File: src/rtl/vector_pair_multiply_stream.sv
// vector_pair_multiply_stream
// Holds two LENGTH-element operand vectors A and B and, on start, streams the
// elementwise products A[i]*B[i] as one contiguous valid burst followed by a
// forced idle cycle, feeding the stream accumulator of the dot-product path.
// Optional build macro: PRODUCT_SATURATE_EN (saturate products instead of
// truncating them modulo 2^BITS).
module vector_pair_multiply_stream #(
  parameter int BITS   = 8,
  parameter int LENGTH = 10,
  localparam int IW    = (LENGTH > 1) ? $clog2(LENGTH) : 1
) (
  input  logic            clk,
  input  logic            rst_n,
  input  logic            wr_en,
  input  logic            wr_sel,
  input  logic [IW-1:0]   wr_addr,
  input  logic [BITS-1:0] wr_data,
  input  logic            start,
  output logic            busy,
  output logic            out_valid,
  output logic [BITS-1:0] out_data
);

  typedef enum logic [1:0] {
    IDLE,
    STREAM,
    GAP
  } state_t;

  // LENGTH always fits in IW+1 bits, so the range check never truncates.
  localparam logic [IW:0]   LEN_W = (IW + 1)'(LENGTH);
  localparam logic [IW-1:0] LAST  = IW'(LENGTH - 1);

  state_t              state;
  logic [IW-1:0]       idx;
  logic [BITS-1:0]     mem_a [LENGTH];
  logic [BITS-1:0]     mem_b [LENGTH];
  logic                wr_ok;
  logic [2*BITS-1:0]   prod;
  logic [BITS-1:0]     prod_f;

  // Writes land only while idle and in range, keeping operands stable during a burst.
  assign wr_ok = wr_en && !busy && ({1'b0, wr_addr} < LEN_W);

  // Operand storage; deliberately not reset so contents survive rst_n.
  always_ff @(posedge clk) begin
    if (wr_ok) begin
      if (wr_sel) begin
        mem_b[wr_addr] <= wr_data;
      end else begin
        mem_a[wr_addr] <= wr_data;
      end
    end
  end

  // Full-width unsigned product of the current element pair, reduced to BITS.
  always_comb begin
    prod = {{BITS{1'b0}}, mem_a[idx]} * {{BITS{1'b0}}, mem_b[idx]};
`ifdef PRODUCT_SATURATE_EN
    prod_f = (|prod[2*BITS-1:BITS]) ? '1 : prod[BITS-1:0];
`else
    prod_f = prod[BITS-1:0];
`endif
  end

  // Burst sequencer with registered busy/valid/data outputs.
  always_ff @(posedge clk or negedge rst_n) begin
    if (!rst_n) begin
      state     <= IDLE;
      idx       <= '0;
      busy      <= 1'b0;
      out_valid <= 1'b0;
      out_data  <= '0;
    end else begin
      case (state)
        IDLE: begin
          out_valid <= 1'b0;
          out_data  <= '0;
          if (start) begin
            state <= STREAM;
            idx   <= '0;
            busy  <= 1'b1;
          end
        end
        STREAM: begin
          out_valid <= 1'b1;
          out_data  <= prod_f;
          if (idx == LAST) begin
            state <= GAP;
            idx   <= '0;
          end else begin
            idx <= idx + IW'(1);
          end
        end
        GAP: begin
          out_valid <= 1'b0;
          out_data  <= '0;
          busy      <= 1'b0;
          state     <= IDLE;
        end
        default: begin
          state     <= IDLE;
          idx       <= '0;
          busy      <= 1'b0;
          out_valid <= 1'b0;
          out_data  <= '0;
        end
      endcase
    end
  end

endmodule

File: config.mk
export PLATFORM = sky130hd
export DESIGN_NAME = vector_pair_multiply_stream
export DESIGN_NICKNAME = d
export VERILOG_FILES = /design/src/rtl/vector_pair_multiply_stream.sv
export SDC_FILE = /design/constraint.sdc
export NUM_CORES = 1
export LEC_CHECK = 0
export BUFFER_PORTS_ARGS = -buffer_cell sky130_fd_sc_hd__buf_2
export CAP_MARGIN = 30
export CORE_MARGIN = 5
export CORE_UTILIZATION = 32
export CTS_CLUSTER_DIAMETER = 30
export DETAILED_ROUTE_END_ITERATION = 16
export PLACE_DENSITY_LB_ADDON = 0.05
export SKIP_CTS_REPAIR_TIMING = 1
export SYNTH_ARGS = -nofsm -noshare
export SYNTH_HDL_FRONTEND = slang
export SYNTH_SLANG_ARGS = --single-unit
File: constraint.sdc
create_clock -name clk -period 12.3 [get_ports clk]
set_input_delay 0.615 -clock clk [delete_from_list [all_inputs] [get_ports clk]]
set_output_delay 0.615 -clock clk [all_outputs]
set_load 0.01 [all_outputs]
=== Yosys cells after proc, flatten, opt, wreduce, memory -nomap -nowiden ===
Memory sizes are Yosys's and may differ from the RTL's.
Index checks and enable logic that the tools add are counted.

* Register bits: 16
* Memories kept: 2
* Logic and storage cells: 40
* Bits in latches: 0
* Output and inout bits: 10
* RAM bits: 160
* Memory bits (read-only): 0
* Input bits: 17

* Order comparisons: 1
* Div/mod/pow operators: 0
* Multipliers: 1
* Eq/ne operators: 5
* Bitwise gates (word level): 2
* Shifts and indexed selects: 0
* Multiplexer cells: 16
* Reductions and logical operators: 7
* Add/sub/neg operators: 1

{| class="wikitable"
|+ Memories
! name !! depth !! width !! read ports !! clocked after memory_dff !! wr ports !! line !! text
|-
| mem_a || 10 || 8 || 1 || 0 || 1 || 36 || <nowiki>logic [BITS-1:0] mem_a [LENGTH];</nowiki>
|-
| mem_b || 10 || 8 || 1 || 0 || 1 || 37 || <nowiki>logic [BITS-1:0] mem_b [LENGTH];</nowiki>
|}

{| class="wikitable"
|+ Operators by type and width
! operator !! number
|-
| 4-bit case mux with 3 select lines || 1
|-
| 8-bit by 8-bit multiplier with 8-bit output || 1
|-
| 1-bit two-way mux || 8
|-
| 4-bit two-way mux || 2
|-
| 8-bit two-way mux || 1
|-
| 2-bit AND reduction || 3
|-
| 4-bit by 1-bit adder with 4-bit output (second input constant) || 1
|-
| 4-bit == test (second input constant) || 1
|-
| 4-bit less-than comparator (second input constant) || 1
|-
| 2-bit two-way mux || 2
|-
| 2-bit inequality test (second input constant) || 2
|-
| 2-bit case mux with 2 select lines || 1
|-
| 2-bit by 1-bit == test with 1-bit output (second input constant) || 1
|-
| 2-bit == test (second input constant) || 1
|-
| 1-bit logical AND || 2
|-
| 2-bit zero test || 1
|-
| 1-bit NOT || 2
|-
| 1-bit case mux with 2 select lines || 1
|-
| 1-bit zero test || 1
|}

=== Logic depth before layout (Yosys ltp) ===
Gate-level depths: netlist of the first run.

* Word-level depth: 5
* Depth in mapped cells: 25

=== Worst setup path before layout of the first run ===
OpenSTA, ideal clock, no wires.

* Kind: register -> register
* Start: reg idx[0]
* End: reg out_data[7]
* Cell stages (with the launch flop): 25
* Setup time: 0.072 ns
* Required time: 12.228 ns
* Path slack: 6.980 ns
* Arrival time: 5.248 ns
* Clock period less this slack: 5.320 ns
* Cell sequence: dfrtp_1 > buf_6 > buf_12 > buf_4 > buf_4 > buf_4 > mux2i_1 > a22oi_1 > nand3_1 > o21ai_1 > nand2b_1 > fa_1 > fa_1 > inv_1 > fa_1 > inv_1 > fa_1 > inv_1 > ha_1 > a21oi_1 > xnor2_1 > xnor2_1 > xnor2_1 > xnor3_1 > nor2_1

* Word-level cells in the longest chain between the ends: 3
* Elaborated cells on any way between the ends: 4
* Those cells by class: mul (1); mux (1); memory (2)

{| class="wikitable"
|+ Ends and longest elaborated chain
! item !! line !! text
|-
| from (decl) || 35 || <nowiki>logic [IW-1:0] idx;</nowiki>
|-
| from (signal assigned) || 92 || <nowiki>idx <= idx + IW'(1);</nowiki>
|-
| memory read 10 x 8 bit (on tied branches) || n/a ||
|-
| 8-bit by 8-bit multiplier with 8-bit output (*) || 58 || <nowiki>prod = {{BITS{1'b0}}, mem_a[idx]} * {{BITS{1'b0}}, mem_b[idx]};</nowiki>
|-
| 8-bit two-way mux (*) || 75 || <nowiki>case (state)</nowiki>
|-
| to (signal assigned) || 87 || <nowiki>out_data <= prod_f;</nowiki>
|-
| to (decl) || 21 || <nowiki>output logic [BITS-1:0] out_data</nowiki>
|}

Every way passes the cells marked *; elsewhere a longest branch is shown, timed or not.
A chain may end at the register's enable or synchronous reset.

=== Worst setup path in the final report of the first run ===
Ends and elaborated chain as after synthesis.

==> results of run 1 <==
==> registers in the layout (all words and copies together), names as in the netlist <==
signal / flops
busy: 1
idx: 4
mem_a: 80
mem_b: 80
out_data: 8
out_valid: 1
state: 2
==> area by class of cell <==
class,count,share of cell area
clock buffers,17,0.0478
clock inverters,15,0.0182
inverters,29,0.0122
multi-input cells,269,0.269
flip-flops and latches,176,0.586
well taps,324,0.0456
repair buffers,34,0.0218
==> cells in the mapped netlist (all sizes together) (3+ instances only) <==
master / n / area [um2]
edfxtp: 160 / 4800
nor2: 51 / 194
mux2i: 48 / 480
inv: 29 / 109
ha: 18 / 225
nand2: 17 / 63.8
a22oi: 16 / 120
dfrtp: 16 / 400
mux4: 16 / 360
buf: 13 / 104
o21ai: 13 / 91.3
fa: 12 / 240
xnor2: 10 / 87.6
mux2: 7 / 82.6
a21oi: 6 / 30.0
clkbuf: 6 / 22.5
nand2b: 6 / 37.5
nor3: 6 / 30.0
a31oi: 5 / 43.8
nor2b: 5 / 31.3
a211oi: 4 / 30.0
and3: 4 / 25.0
or2: 4 / 25.0
xor2: 4 / 35.0
a21o: 3 / 22.5
nand3: 3 / 15.0
==> cells by family after synthesis <==
group           Yosys count  synth area share
compound gates           47            0.0432
xor+xnor                 15            0.0186
fa+ha+maj                30            0.0596
buf+inv                  48            0.0301
flops                   176             0.666
mux                      71             0.118
simple gates            106            0.0642
==> per-stage QoR <==
step | hold WS, ns | utilization | cell area, um2 | setup slack [ns] | std cells
CTS | 0.0916 | 0.367 | 8880 | 6.12 | 863
detailed placement | 0.442 | 0.343 | 8290 | 6.15 | 831
global placement | 0.439 | 0.342 | 8280 | 6.20 | 829
global route | 0.119 | 0.368 | 8890 | 5.83 | 864
finish | 0.0972 | 0.368 | 8890 | 6.23 | 864
floorplan | 0.319 | - | 7810 | 6.98 | 493
==> worst max-delay path: stages, from the launching register on <==
cell and delay [ns]:
dfrtp_4 0.78, buf_4 0.67, mux4_2 0.59, mux2_2 0.29, o21ai_1 0.34, nor2_1 0.10, ha_1 0.29, ha_1 0.32
fa_1 0.53, inv_1 0.05, fa_1 0.53, inv_1 0.04, ha_1 0.31, a21oi_1 0.17, xnor2_1 0.15, xnor2_1 0.15
xnor2_1 0.14, xnor3_1 0.41, nor2_1 0.09
==> layer usage <==
metal,GRT usage,share of wire
met5,0,0
met4,0.0384,0.016
met3,0.0290,0.035
met2,0.205,0.47
met1,0.183,0.48
==> path summary, 6_finish.rpt <==
check / from / to / slack (ns) / cells after the start
setup / recovery: idx[0] / out_data[7] / 6.23 / 18
hold / removal: rst_n / idx[0] / 0.1 / 1
setup reg to reg: idx[0] / out_data[7] / 6.23 / 18
hold reg to reg: state[1] / busy / 0.45 / 1
max in group asynchronous: rst_n / idx[0] / 11.91 / 1
min in group clk: state[1] / busy / 0.45 / 1
==> metrics, run 1 <==
FF/Latch Area=0.00521 mm2; Final Wtd Congestion=0.707; antenna fix cells=0; CP Class=reg -> reg; Synth async-reset ratio=0.0909; Slew @ Worst Pin=0.961 ns; commonest non-fill, non-tap cells in the layout=160 x edfxtp_1, 50 x nor2_1, 48 x mux2i_1, 29 x inv_1, 26 x buf_2; top_reg_cell synth=edfxtp_1; Routed Antenna Nets=0; footprint of the multi-input gates=0.00239 mm2; critical path capture point type=flip-flop; Clk pin slew, worst setup/hold paths=0.07 ns; Max clock buf depth=2; Skew-Pair Late Insertion Delay=0.42 ns; number of global-route vias before repair=4269; Setup violations, final=0; post-synthesis sequential area ratio=0.666; GRT Util Overall=0.131; GRT overflow=0; EDFF count, synth=160; CTS buffer count=17; initial antenna violation count=0; Final period util=0.494; mean post-synth cell area=15.8 um2; crit-path max FO=38; Synthesized Nets=540; die width=166 um; Worst Hold Class=in -> async; most common cell after layout, fill and taps aside=edfxtp_1; floorplan core area=0.0242 mm2; IO Pins=27; WP data arrival=6.43 ns; Max Fclk=165 MHz; die height=166 um; Clock Tree Root=clkbuf_16; initial drt markers=242; Rows=57; drt first pass iters=4; Port-buffer cells=26; clock sinks=176; Final Slew Violations=0; status=finished clean; largest net degree at the start of global routing=39; RSZ-0062 raised after global routing=no; vias per cell=4.70; post-synthesis register bit count=176; detailed-route via count=4061; global-route wire length before repair=26900 um; synthesized area=0.00781 mm2; Fin. Hold Viols=0; net count of the finished layout=574; Filler Cell Count=2266; wire length per cell=20.4 um; Initial Util=0.323; Startpoint Class=flip-flop; Mapped Cells=493; Yosys warnings=0; Setup Skew=0.00756 ns; slew margin rel.=0.356; critical path required time=12.66 ns; CTS tree=yes; # Max-Cap Violations=0; H-tree levels=4; hpwl dp=12000 um; DR DRC count=0; minimum clock period=6.07 ns; drt total wl=17700 um; fraction of layout cells with a size suffix above 1=0.185; setup tns final=0 ns; P&R area growth vs syn=13.8%; DIE AREA=0.0276 mm2; Cell variety after synth=44
Power of run 1 is left out: the tool's default activity adds up to more than one toggle a clock period on the data nets, which glitch-free logic cannot reach.
==> run 2: changes to the inputs <==
==> constraint.sdc (replaced) <==
create_clock -name clk -period 5.2 [get_ports clk]
set_input_delay 0.26 -clock clk [delete_from_list [all_inputs] [get_ports clk]]
set_output_delay 0.26 -clock clk [all_outputs]
set_load 0.01 [all_outputs]
==> metrics, run 2 (synthesis gave the netlist of run 1 again) <==
minimum clock period=5.02 ns (-1.05 ns); commonest non-fill, non-tap cells in the layout=160 x edfxtp_1, 49 x nor2_1, 46 x buf_4, 45 x mux2i_1, 26 x buf_2; antenna fix cells=0 (unchanged); min-delay src=start; GRT overflow=0 (unchanged); # Max-Cap Violations=0 (unchanged); H-tree levels=4 (unchanged); net count of the finished layout=625 (+8.9%); DR DRC count=0 (unchanged); global-route wire length before repair=28100 um (+4.7%); Buf/Inv on CP=5 (+2); critical path required time=5.55 ns (-7.11 ns); most common cell after layout, fill and taps aside=edfxtp_1; Slew @ Worst Pin=0.970 ns (+0.00967 ns); wire length per cell=20.9 um (+2.2%); Routed Antenna Nets=0 (unchanged); CP Class=reg -> reg; Skew-Pair Late Insertion Delay=0.43 ns (about the same); WHS=0.132 ns (+0.0344 ns); Max Fclk=199 MHz (+21%); Rows=57 (unchanged); hpwl dp=12800 um (+6.0%); initial drt markers=262 (+8.3%); floorplan core area=0.0242 mm2 (unchanged); CTS buffer count=17 (unchanged); Fin. Hold Viols=0 (unchanged); Setup Skew=0.0108 ns (+0.00321 ns); initial antenna violation count=0 (unchanged); Top delay family on crit path=adder cells; R2R Setup Slk=0.18 ns (-6.05 ns); largest net degree at the start of global routing=26 (-33%); Clock Tree Root=clkbuf_16; most used cell along the critical path=xnor2_1; GRT Util Overall=0.136 (+0.00510); worst flop-to-flop path endpoint=out_data[7]; crit-path max FO=7 (-82%); CTS tree=yes; setup tns final=0 ns (unchanged); drt first pass iters=4 (unchanged); detailed-route via count=4308 (+6.1%); Startpoint Class=flip-flop; clock sinks=176 (unchanged); critical path capture point type=flip-flop; Initial Util=0.323 (unchanged); hold path endpoint=state[0]; Clk pin slew, worst setup/hold paths=0.07 ns (about the same); crit path max-delay cell type=mux4_2; slew margin rel.=0.351 (-0.00535); R2R cell count=21 (+3); DIE AREA=0.0276 mm2 (unchanged); Max clock buf depth=2 (unchanged); fraction of layout cells with a size suffix above 1=0.308 (+0.123); RSZ-0062 raised after global routing=yes; final core occ=0.396 (+0.0281); biggest regs=mem_a: 80 flops, mem_b: 80 flops, out_data: 8 flops; P&R area growth vs syn=22.5%; Worst Hold Class=in -> reg; Port-buffer cells=26 (unchanged); die width=166 um (unchanged); die height=166 um (unchanged); WP data arrival=5.37 ns (-1.06 ns); r2r startpoint=idx[0]; Filler Cell Count=2242 (-1.1%); Final period util=0.965 (+0.472); drt total wl=19100 um (+8.2%); WHS Path Cells=3; Setup violations, final=0 (unchanged); crit-path max cell delay=0.51 ns (-0.27 ns); Cell Chain, Critical Path=buf_12, buf_6, mux4_2, mux2_4, o21ai_4, buf_6, nor2_4, fa_2, fa_1, ha_1, inv_2, fa_1, inv_2, ha_4, a21o_1, a21oi_2, xnor2_1, xnor2_1, xnor2_1, xnor3_1, nor2_1; number of global-route vias before repair=4461 (+4.5%); IO Pins=27 (unchanged); Final Slew Violations=0 (unchanged); status=finished clean; Final Wtd Congestion=0.777 (+9.8%); vias per cell=4.71 (+0.17%)
## run 2: worst max-delay path by stage
stage               startpoint     endpoint  slack (ns)  cells after the start
detailed placement      idx[0]  out_data[7]       -0.12                     19
global route            idx[0]  out_data[7]       -0.05                     21
floorplan               idx[0]  out_data[7]        0.02                     24
finish                  idx[0]  out_data[7]        0.18                     21
global placement        idx[0]  out_data[7]       -0.07                     20
CTS                     idx[0]  out_data[7]       -0.12                     19
## run 2: per-stage QoR
| step | setup slack (ns) | area, um2 | std cells |
|---|---|---|---|
| 2_1_floorplan | 0.0238 | 7830 | 493 |
| 3_3_place_gp | -0.0651 | 8610 | 865 |
| 3_5_place_dp | -0.117 | 8640 | 869 |
| 4_1_cts | -0.123 | 9180 | 901 |
| 5_1_grt | -0.0547 | 9570 | 915 |
| 6_report | 0.179 | 9570 | 915 |
## run 2: worst register-to-register path, delay by kind of cell (launching register included)
| kind | cells | cell delay [ns] |
|---|---|---|
| compound gates | 3 | 0.55 |
| xor+xnor | 4 | 0.66 |
| fa+ha+maj | 5 | 1.82 |
| buf+inv | 5 | 0.51 |
| flops | 1 | 0.47 |
| mux | 2 | 0.80 |
| simple gates | 2 | 0.13 |
## run 2: area by class of cell
type / instances / area (um2) / share of cell area
tap: 324 / 405 / 0.0424
inverter: 29 / 109 / 0.0114
sequential: 176 / 5210 / 0.544
multi-input combinational: 269 / 2610 / 0.273
timing repair buffer: 85 / 699 / 0.0731
clock buffer: 19 / 433 / 0.0452
clock inverter: 13 / 105 / 0.0110
## run 2: layer usage
layer,wire [um],track usage
met1,9420,0.195
met3,446,0.0219
met2,9010,0.214
met5,0,0
met4,228,0.0406
Power of run 2 is left out for the same reason.
